### src/rtl/friscv_axi4_rd_responder_pkg.sv
// Shared AXI encodings and responder state type.
package friscv_h;

  localparam logic [1:0] AXI_BURST_FIXED = 2'b00;
  localparam logic [1:0] AXI_BURST_INCR  = 2'b01;
  localparam logic [1:0] AXI_BURST_WRAP  = 2'b10;

  localparam logic [1:0] RESP_OKAY = 2'b00;

  typedef enum logic {
    IDLE  = 1'b0,
    BURST = 1'b1
  } rd_state_t;

endpackage

### src/rtl/friscv_axi4_rd_responder_scfifo.sv
// Single-clock FIFO; head entry is presented combinationally on data_out.
module friscv_scfifo #(
  parameter  int DEPTH = 2,
  parameter  int WIDTH = 8,
  localparam int CNT_W = $clog2(DEPTH + 1),
  localparam int PTR_W = (DEPTH > 1) ? $clog2(DEPTH) : 1
) (
  input  logic             aclk,
  input  logic             aresetn,
  input  logic             srst,
  input  logic             push,
  input  logic [WIDTH-1:0] data_in,
  input  logic             pop,
  output logic [WIDTH-1:0] data_out,
  output logic             empty,
  output logic             full,
  output logic [CNT_W-1:0] count
);

  logic [WIDTH-1:0] mem_q [DEPTH];
  logic [PTR_W-1:0] wr_ptr_q;
  logic [PTR_W-1:0] rd_ptr_q;
  logic [CNT_W-1:0] count_q;
  logic             do_push;
  logic             do_pop;

  function automatic logic [PTR_W-1:0] ptr_inc(input logic [PTR_W-1:0] p);
    return (p == PTR_W'(DEPTH - 1)) ? '0 : p + 1'b1;
  endfunction

  assign do_pop  = pop & ~empty;
  assign do_push = push & (~full | do_pop);

  always_ff @(posedge aclk or negedge aresetn) begin
    if (!aresetn) begin
      for (int i = 0; i < DEPTH; i++) mem_q[i] <= '0;
      wr_ptr_q <= '0;
      rd_ptr_q <= '0;
      count_q  <= '0;
    end else if (srst) begin
      wr_ptr_q <= '0;
      rd_ptr_q <= '0;
      count_q  <= '0;
    end else begin
      if (do_push) begin
        mem_q[wr_ptr_q] <= data_in;
        wr_ptr_q        <= ptr_inc(wr_ptr_q);
      end
      if (do_pop) rd_ptr_q <= ptr_inc(rd_ptr_q);
      count_q <= count_q + CNT_W'(do_push) - CNT_W'(do_pop);
    end
  end

  assign data_out = mem_q[rd_ptr_q];
  assign empty    = (count_q == '0);
  assign full     = (count_q == CNT_W'(DEPTH));
  assign count    = count_q;

endmodule

### src/rtl/friscv_axi4_rd_responder.sv
// AXI4 read responder in front of a 1-cycle-latency RAM, one burst at a time.
//   state | meaning
//   IDLE  | arready high, waiting for an AR handshake
//   BURST | issuing RAM reads by credit, streaming beats until rlast handshake
module friscv_axi4_rd_responder
  import friscv_h::*;
#(
  parameter int XLEN       = 32,
  parameter int ADDR_W     = 16,
  parameter int AXI_ID_W   = 8,
  parameter int AXI_DATA_W = 128,
  parameter int RAM_ADDR_W = ADDR_W - $clog2(AXI_DATA_W / 8)
) (
  input  logic                  aclk,
  input  logic                  aresetn,
  input  logic                  srst,
  input  logic                  mem_arvalid,
  output logic                  mem_arready,
  input  logic [ADDR_W-1:0]     mem_araddr,
  input  logic [7:0]            mem_arlen,
  input  logic [2:0]            mem_arsize,
  input  logic [1:0]            mem_arburst,
  input  logic [AXI_ID_W-1:0]   mem_arid,
  input  logic [1:0]            mem_arlock,
  input  logic [3:0]            mem_arcache,
  input  logic [2:0]            mem_arprot,
  input  logic [3:0]            mem_arqos,
  input  logic [3:0]            mem_arregion,
  output logic                  mem_rvalid,
  input  logic                  mem_rready,
  output logic [AXI_ID_W-1:0]   mem_rid,
  output logic [1:0]            mem_rresp,
  output logic [AXI_DATA_W-1:0] mem_rdata,
  output logic                  mem_rlast,
  output logic                  ram_en,
  output logic [RAM_ADDR_W-1:0] ram_addr,
  input  logic [AXI_DATA_W-1:0] ram_rdata
);

  localparam int OFFSET_W = $clog2(AXI_DATA_W / 8);

  rd_state_t             state_q, state_d;
  logic                  arready_q;
  logic [AXI_ID_W-1:0]   id_q;
  logic [RAM_ADDR_W-1:0] addr_q;
  logic                  fixed_q;
  logic [8:0]            remaining_q;
  logic                  inflight_q;
  logic                  inflight_last_q;

  logic                  ar_hs;
  logic                  pop;
  logic                  fifo_empty;
  logic                  fifo_full;
  logic [1:0]            fifo_count;
  logic [AXI_DATA_W-1:0] head_data;
  logic                  head_last;
  logic [2:0]            credit_used;
  logic                  unused_sig;

  assign ar_hs = mem_arvalid & arready_q;
  assign pop   = mem_rvalid & mem_rready;

  // A read may issue only if the FIFO can still hold it once everything in flight lands.
  assign credit_used = 3'(fifo_count) + 3'(inflight_q);
  assign ram_en      = (state_q == BURST) && (remaining_q != '0) &&
                       (credit_used < (3'd2 + 3'(pop)));
  assign ram_addr    = addr_q;

  always_comb begin
    state_d = state_q;
    case (state_q)
      IDLE:    if (ar_hs) state_d = BURST;
      BURST:   if (pop && head_last) state_d = IDLE;
      default: state_d = IDLE;
    endcase
  end

  always_ff @(posedge aclk or negedge aresetn) begin
    if (!aresetn) begin
      state_q         <= IDLE;
      arready_q       <= 1'b0;
      id_q            <= '0;
      addr_q          <= '0;
      fixed_q         <= 1'b0;
      remaining_q     <= '0;
      inflight_q      <= 1'b0;
      inflight_last_q <= 1'b0;
    end else if (srst) begin
      state_q         <= IDLE;
      arready_q       <= 1'b0;
      remaining_q     <= '0;
      inflight_q      <= 1'b0;
      inflight_last_q <= 1'b0;
    end else begin
      state_q         <= state_d;
      arready_q       <= (state_d == IDLE);
      inflight_q      <= ram_en;
      inflight_last_q <= ram_en && (remaining_q == 9'd1);
      if (ar_hs) begin
        id_q        <= mem_arid;
        addr_q      <= mem_araddr[ADDR_W-1:OFFSET_W];
        fixed_q     <= (mem_arburst == AXI_BURST_FIXED);
        remaining_q <= {1'b0, mem_arlen} + 9'd1;
      end else if (ram_en) begin
        remaining_q <= remaining_q - 9'd1;
        // Word address wraps naturally at the top of the byte space.
        if (!fixed_q) addr_q <= addr_q + 1'b1;
      end
    end
  end

  friscv_scfifo #(
    .DEPTH (2),
    .WIDTH (AXI_DATA_W + 1)
  ) u_rfifo (
    .aclk     (aclk),
    .aresetn  (aresetn),
    .srst     (srst),
    .push     (inflight_q),
    .data_in  ({ram_rdata, inflight_last_q}),
    .pop      (pop),
    .data_out ({head_data, head_last}),
    .empty    (fifo_empty),
    .full     (fifo_full),
    .count    (fifo_count)
  );

  assign mem_arready = arready_q;
  assign mem_rvalid  = ~fifo_empty;
  assign mem_rdata   = head_data;
  assign mem_rlast   = ~fifo_empty & head_last;
  assign mem_rid     = id_q;
  assign mem_rresp   = RESP_OKAY;

  assign unused_sig = ^{32'(XLEN), mem_arsize, mem_arlock, mem_arcache, mem_arprot,
                        mem_arqos, mem_arregion, mem_araddr[OFFSET_W-1:0], fifo_full};

endmodule

### config.mk
export PLATFORM = sky130hd
export DESIGN_NAME = friscv_axi4_rd_responder
export DESIGN_NICKNAME = d
export VERILOG_FILES = /design/src/rtl/friscv_axi4_rd_responder_pkg.sv /design/src/rtl/friscv_axi4_rd_responder_scfifo.sv /design/src/rtl/friscv_axi4_rd_responder.sv
export SDC_FILE = /design/constraint.sdc
export NUM_CORES = 1
export LEC_CHECK = 0
export CAP_MARGIN = 20
export CORE_MARGIN = 5
export CORE_UTILIZATION = 45
export DETAILED_ROUTE_END_ITERATION = 10
export PLACE_DENSITY = 0.76
export SYNTH_ARGS = -nofsm -noshare
export SYNTH_HDL_FRONTEND = slang
export SYNTH_SLANG_ARGS = --single-unit
export TNS_END_PERCENT = 10
### constraint.sdc
create_clock -name aclk -period 2.2 [get_ports aclk]
set_input_delay 0.22 -clock aclk [delete_from_list [all_inputs] [get_ports aclk]]
set_output_delay 0.22 -clock aclk [all_outputs]
set_load 0.05 [all_outputs]
==> run_results.csv, run 1 <==
group,metric,value,unit
run_status,status,"finished with violations",
run_status,violations,"negative setup slack",
cells_and_area,fin_area,18000,um2
worst_setup_path,r2r_setup_slack,0.06,ns
die,num_rows,62,
detailed_routing,ant_nets,0,
worst_setup_path,worstPathMaxFanout,2,
cells_and_area,drive_gt1_share,48.3,%
synthesis,async_flop_share,100,%
synthesis,synthCells,945,
timing,rsz0062_at_grt,"yes",
timing,relSlewSlack,54.8,%
die,die_x,182,um
cells_and_area,stdcell_count,1702,
global_route,grt_pass1_wl,53000,um
synthesis,ys_ff_latch,296,
power_and_ir_drop,irDropWorstVdd,0.000800,V
worst_setup_path,cp.required,1.98,ns
timing,maxSlewViolCount,0,
timing,period_share,104,%
synthesis,yosys.cell_types.count,48,
synthesis,yosysSeqAreaShare,55.9,%
worst_hold_path,min_path_cells,3,
clock_network,cts_tree,"built",
timing,fmax,437,MHz
clock_network,cts-htree-levels,1,
timing,period_minus_slack,2.29,ns
clock_network,root_buffer,"clkbuf_16",
detailed_routing,drt-total-wl,32700,um
timing,tightest_slew,0.677,ns
placement,hpwlAfterDp,23100,um
global_route,grt_max_degree,80,
die,start_util,45.9,%
cells_and_area,nets,1490,
global_route,overflow,0,
detailed_routing,drt_iter0_markers,323,
power_and_ir_drop,p_leak,0.00846,uW
placement,portBuffers,314,
placement,place_area,16900,um2
worst_setup_path,critPathKind,"register to output port",
synthesis,synth_ff_type,"dfrtp_1",
placement,gp_congestion,0.836,
global_route,antenna_found_initial,3,
cells_and_area,syn_to_final_growth,36.0,%
timing,skew,0.0171,ns
detailed_routing,drc_errors,0,
worst_setup_path,timing.rr.end,"remaining_q[1]",
die,die_area,33000,um2
worst_setup_path,regToRegStartpoint,"remaining_q[4]",
synthesis,synth_area,13300,um2
worst_setup_path,reg2reg_depth,7,
cells_and_area,fill_cells,2224,
die,ios,341,
power_and_ir_drop,power.density,1480,nW/um2
run,drv_cap,0,
detailed_routing,vias_per_cell,5.25,
timing,tns,-0.0869,ns
timing,setup_viol,1,
placement,dp_cells,1640,
cells_and_area,layout_common_cells,"386 x mux2_2, 295 x dfrtp_1, 181 x clkdlybuf4s50_1",
clock_network,clk_pin_slew,0.06,ns
clock_network,cts.sinks,296,
clock_network,cts-buffers-inserted,31,
die,core,28900,um2
global_route,groute.usage.overall,19.4,%
timing,holdWs,0.203,ns
synthesis,synth_edf_count,0,
synthesis,synth_area_per_cell,14.0,um2
worst_hold_path,hold_start,"mem_arid[2]",
detailed_routing,wl_per_cell,19.2,um
clock_network,clk_path_buf_depth,3,
worst_setup_path,critical_path.startpoint_type,"register",
detailed_routing,drtPass1Iterations,5,
worst_hold_path,min_path_type,"input pin to register",
worst_setup_path,critPathArrivalTime,2.07,ns
worst_setup_path,crit_path_end_kind,"output port",
worst_hold_path,hold_path_end,"mem_rid[2]",
cells_and_area,layout_commonest_cell,"mux2_2",
timing,final_hold_viol_count,0,
synthesis,synth_warnings,0,
global_route,grt_pass1_vias,9863,
die,die_h,182,um
detailed_routing,dr_total_vias,8940,
clock_network,clock_latency,0.54,ns
timing,fin_ws,-0.0869,ns
power_and_ir_drop,power.total,26700,uW
[flip-flops by register name (all words and copies together) (netlist names)]
name / count
fixed_q: 1
inflight_last_q: 1
inflight_q: 1
mem_arready: 1
mem_rid: 8
ram_addr: 12
remaining_q: 9
state_q: 1
u_rfifo.count: 2
u_rfifo.mem_q: 258
u_rfifo.rd_ptr_q: 1
u_rfifo.wr_ptr_q: 1
[metal layers]
metal	GRT usage (%)	wire [um]
met5	0	13
met4	5.94	908
met3	4.46	2190
met2	32.3	16100
met1	25.3	13600
[logic make-up (layout without fill, tap and decap cells)]
group | count (synthesis) | after routing | synth area share, %
AO/OA/AOI/OAI | 45 | 45 | 2.30
flip-flops | 296 | 296 | 55.9
buffers and inverters | 66 | 436 | 2.21
XOR/XNOR | 12 | 12 | 0.793
adder cells (fa/ha/maj) | 9 | 9 | 0.850
other | 1 | 4 | 0.0283
multiplexers | 389 | 389 | 33.0
AND/OR/NAND/NOR | 127 | 127 | 4.88
[metrics by stage]
stage                     setup WS (ns)  utilization [%]
after floorplan                 -0.0111                -
after global placement           0.0301             58.5
after detailed placement         0.0199             58.5
after CTS                        -0.155             62.3
after global routing             -0.142             62.4
final                           -0.0869             62.4
[how the worst max path moves through the flow]
stage / to / startpoint / slack [ns]
after floorplan: remaining_q[1] / remaining_q[0] / -0.01
after global placement: remaining_q[1] / remaining_q[0] / 0.03
after detailed placement: remaining_q[1] / remaining_q[0] / 0.02
after CTS: ram_en / u_rfifo.count[0] / -0.15
after global routing: ram_en / inflight_q / -0.14
final: ram_en / inflight_q / -0.09
[critical path: stages (launching register included)]
cell and delay (ns):
dfrtp_1 0.38, ha_2 0.21, ha_4 0.24, o21a_1 0.13, or3_4 0.37, inv_4 0.09
buf_12 0.13
[synthesized netlist by cell type (all sizes together), types with 3 or more instances]
| cell type | n | area share [%] |
|---|---|---|
| buf | 30 | 1.2 |
| a21oi | 6 | 0.23 |
| a211oi | 11 | 0.62 |
| or4 | 3 | 0.20 |
| mux2 | 386 | 33 |
| and4 | 5 | 0.33 |
| a22oi | 3 | 0.17 |
| and3 | 5 | 0.24 |
| o31ai | 3 | 0.17 |
| ha | 9 | 0.85 |
| dfrtp | 296 | 56 |
| o21ai | 11 | 0.42 |
| nand4 | 9 | 0.42 |
| mux2i | 3 | 0.23 |
| nor2b | 3 | 0.14 |
| xor2 | 5 | 0.33 |
| nand3 | 11 | 0.42 |
| nor3 | 8 | 0.39 |
| clkbuf | 27 | 0.76 |
| xnor2 | 7 | 0.46 |
| nor2 | 25 | 0.71 |
| inv | 9 | 0.25 |
| nand2b | 5 | 0.24 |
| nand2 | 39 | 1.1 |
| nor4 | 7 | 0.33 |
[area by class of cell]
| class | instances | area (um2) | area share, % |
|---|---|---|---|
| sequential | 296 | 7410 | 41.1 |
| multi-input combinational | 584 | 5600 | 31.1 |
| timing repair buffer | 372 | 3450 | 19.1 |
| clock buffer | 45 | 888 | 4.93 |
| tap | 384 | 480 | 2.67 |
| clock inverter | 10 | 150 | 0.833 |
| inverter | 9 | 36.3 | 0.201 |
| antenna | 2 | 5.00 | 0.0278 |
[power by group]
group          switching (uW)  leakage [uW]  total [uW]  internal [uW]
Sequential                823       0.00386        7770           6940
Combinational            8500       0.00409       13600           5130
Clock                    2070      0.000515        5310           3240
[what timing repair did]
item | in CTS | in global routing
endpoints found under the setup margin | 29 | 15
pin swaps | 4 | 2
hold buffers | 1 | 0
gates resized for setup | 6 | 6
endpoints found under the hold margin | 68 | 0
setup buffers | 5 | 0
Power figures use the tool's default switching activity.
==> run 2, diff against run 1 <==
--- a/config.mk
+++ b/config.mk
@@ -9,7 +9,9 @@
 export CORE_MARGIN = 5
 export CORE_UTILIZATION = 45
 export DETAILED_ROUTE_END_ITERATION = 10
-export PLACE_DENSITY = 0.76
+export HOLD_SLACK_MARGIN = 0.05
+export PLACE_DENSITY = 0.73
+export SKIP_LAST_GASP = 1
 export SYNTH_ARGS = -nofsm -noshare
 export SYNTH_HDL_FRONTEND = slang
 export SYNTH_SLANG_ARGS = --single-unit
==> run 2 against run 1 <==
  * The flow still finishes with violations (negative setup slack)
  * Routed wire length fell by 1.8%
  * Worst hold slack got worse by 0.035 ns
  * Count of clock-buffer cells in the layout shrank 5
  * Clock power down 5.1%
  * Setup slack improved by 0.0015 ns
  * Utilization is 0.44 points higher
  * Final cell count is 0.35% higher
  * Clock skew decreased by 0.0048 ns
  * Maximum frequency barely moved
  * Critical path type unchanged
==> run_results.csv, run 2 (synthesis results as in run 1) <==
group,metric,value,unit
worst_setup_path,timing.rr.end,"remaining_q[1]",
worst_setup_path,critical_path.startpoint_type,"register",
worst_setup_path,startpoint,"inflight_q",
global_route,groute.usage.overall,19.1,%
worst_setup_path,critPathArrivalTime,2.07,ns
worst_setup_path,regToRegStartpoint,"inflight_q",
die,die_x,182,um
clock_network,root_buffer,"clkbuf_16",
timing,skew,0.0123,ns
cells_and_area,drive_gt1_share,49.2,%
global_route,antenna_found_initial,2,
power_and_ir_drop,power.density,1460,nW/um2
worst_setup_path,critical_path.max_stage_delay,0.40,ns
detailed_routing,wl_per_cell,18.8,um
placement,portBuffers,314,
timing,holdWs,0.168,ns
detailed_routing,drtPass1Iterations,4,
detailed_routing,ant_nets,0,
die,ios,341,
die,core,28900,um2
detailed_routing,vias_per_cell,5.12,
placement,place_area,17000,um2
worst_setup_path,critPathKind,"register to output port",
cells_and_area,stdcell_count,1708,
global_route,grt_pass1_vias,9591,
timing,setup_viol,5,
timing,fin_ws,-0.0854,ns
timing,relSlewSlack,63.1,%
clock_network,clock_latency,0.54,ns
placement,gp_congestion,0.882,
die,num_rows,62,
global_route,overflow,0,
placement,hpwlAfterDp,22800,um
cells_and_area,largest_register_ffs,258,
cells_and_area,fill_cells,2216,
worst_setup_path,reg2reg_depth,8,
worst_hold_path,min_path_type,"input pin to asynchronous set/reset pin",
cells_and_area,layout_common_cells,"386 x mux2_2, 295 x dfrtp_1, 182 x clkdlybuf4s50_1",
cells_and_area,top_register,"u_rfifo.mem_q",
clock_network,cts.sinks,296,
cells_and_area,fin_area,18100,um2
cells_and_area,nets,1495,
worst_setup_path,cp_slowest_cell,"or3_4",
clock_network,clk_path_buf_depth,3,
cells_and_area,layout_commonest_cell,"mux2_2",
run_status,violations,"negative setup slack",
worst_setup_path,r2r_setup_slack,-0.02,ns
worst_setup_path,cp_top_family,"adder cells",
worst_setup_path,path_cells,"ha_2 -> ha_4 -> o21a_1 -> or3_4 -> inv_4 -> buf_12",
clock_network,cts_tree,"built",
power_and_ir_drop,p_leak,0.00853,uW
die,start_util,45.9,%
placement,dp_cells,1639,
cells_and_area,syn_to_final_growth,37.0,%
detailed_routing,drt_iter0_markers,347,
global_route,grt_pass1_wl,52100,um
clock_network,clk_pin_slew,0.06,ns
worst_setup_path,worstPathMaxFanout,2,
worst_setup_path,crit_buf_inv,2,
clock_network,cts-buffers-inserted,31,
timing,fmax,438,MHz
timing,maxSlewViolCount,0,
timing,period_minus_slack,2.29,ns
worst_setup_path,path_depth,6,
power_and_ir_drop,irDropWorstVdd,0.000700,V
run_status,status,"finished with violations",
timing,rsz0062_at_grt,"yes",
clock_network,cts-htree-levels,1,
timing,tightest_slew,0.552,ns
worst_setup_path,cp.required,1.98,ns
timing,period_share,104,%
power_and_ir_drop,power.total,26500,uW
die,die_area,33000,um2
worst_setup_path,crit_path_end_kind,"output port",
run,drv_cap,0,
detailed_routing,drc_errors,0,
timing,final_hold_viol_count,0,
detailed_routing,drt-total-wl,32100,um
die,die_h,182,um
global_route,grt_max_degree,69,
detailed_routing,dr_total_vias,8748,
## run 2: cell count changes in the layout (fill, tap and decap cells not counted), sizes merged
cell / previous run / this run
clkdlybuf4s50: 181 / 182
clkbuf: 45 / 40
diode: 2 / 1
clkinv: 6 / 14
dlygate4sd2: 1 / 0
clkinvlp: 0 / 1
buf: 188 / 193
inv: 9 / 10
bufinv: 4 / 1
## run 2: where the power goes
part	leakage [uW]	switching, uW	internal [uW]
clock network	0.000514	2090	2950
logic	0.00416	8470	5260
registers	0.00386	829	6940
total	0.00853	11400	15200
## run 2: routing by layer
layer	GRT usage [%]	routed length, um	up-vias	share of wire (%)
met2	31.4	15500	255	48
li1	-	-	4110	-
met5	0	11	-	0.034
met3	4.64	2390	46	7.4
met4	4.80	763	2	2.4
met1	25.6	13500	4335	42
## run 2: per-stage QoR
stage               setup slack [ns]  util (%)  TNS, ns
floorplan                    -0.0111         -  -0.0111
global placement              0.0378      58.8        0
detailed placement            0.0384      58.8        0
CTS                           -0.125      62.7    -1.93
global route                  -0.201      62.9    -4.27
finish                       -0.0854      62.9   -0.115
## run 2: layout make-up
class                      count  area, um2  area share [%]
sequential                   296       7410            40.8
multi-input combinational    584       5610            30.9
timing repair buffer         377       3600            19.9
clock buffer                  40        890            4.90
tap                          384        480            2.65
clock inverter                17        116           0.641
inverter                       9       36.3           0.200
antenna                        1       2.50          0.0138
## run 2: repair_timing
item | CTS | global route
pin swaps | 3 | 3
gates cloned | 1 | 0
hold buffers | 1 | 0
resized for setup | 7 | 6
hold endpoints to repair | 296 | 0
buffers inserted | 6 | 4
endpoints found under the setup margin | 120 | 110
## run 2: worst max-delay path by stage
stage | endpoint | slack (ns)
after floorplan | remaining_q[1] | -0.01
after global placement | remaining_q[1] | 0.04
after detailed placement | ram_addr[4] | 0.04
after CTS | ram_en | -0.13
after global routing | ram_en | -0.20
final | ram_en | -0.09
## run 2: worst register-to-register path, cell delays in order, from the launching register on
cell	delay [ns]
dfrtp_1	0.39
ha_2	0.20
ha_4	0.21
o21a_1	0.11
or3_4	0.40
buf_4	0.16
buf_4	0.13
or4_1	0.47
nand3_1	0.09
==> run 3, diff against run 2 <==
--- a/config.mk
+++ b/config.mk
@@ -12,6 +12,7 @@
 export HOLD_SLACK_MARGIN = 0.05
 export PLACE_DENSITY = 0.73
 export SKIP_LAST_GASP = 1
+export SLEW_MARGIN = 10
 export SYNTH_ARGS = -nofsm -noshare
 export SYNTH_HDL_FRONTEND = slang
 export SYNTH_SLANG_ARGS = --single-unit
==> results of run 3 <==
The final DEF is identical to that of run 2; final timing and power are the same.
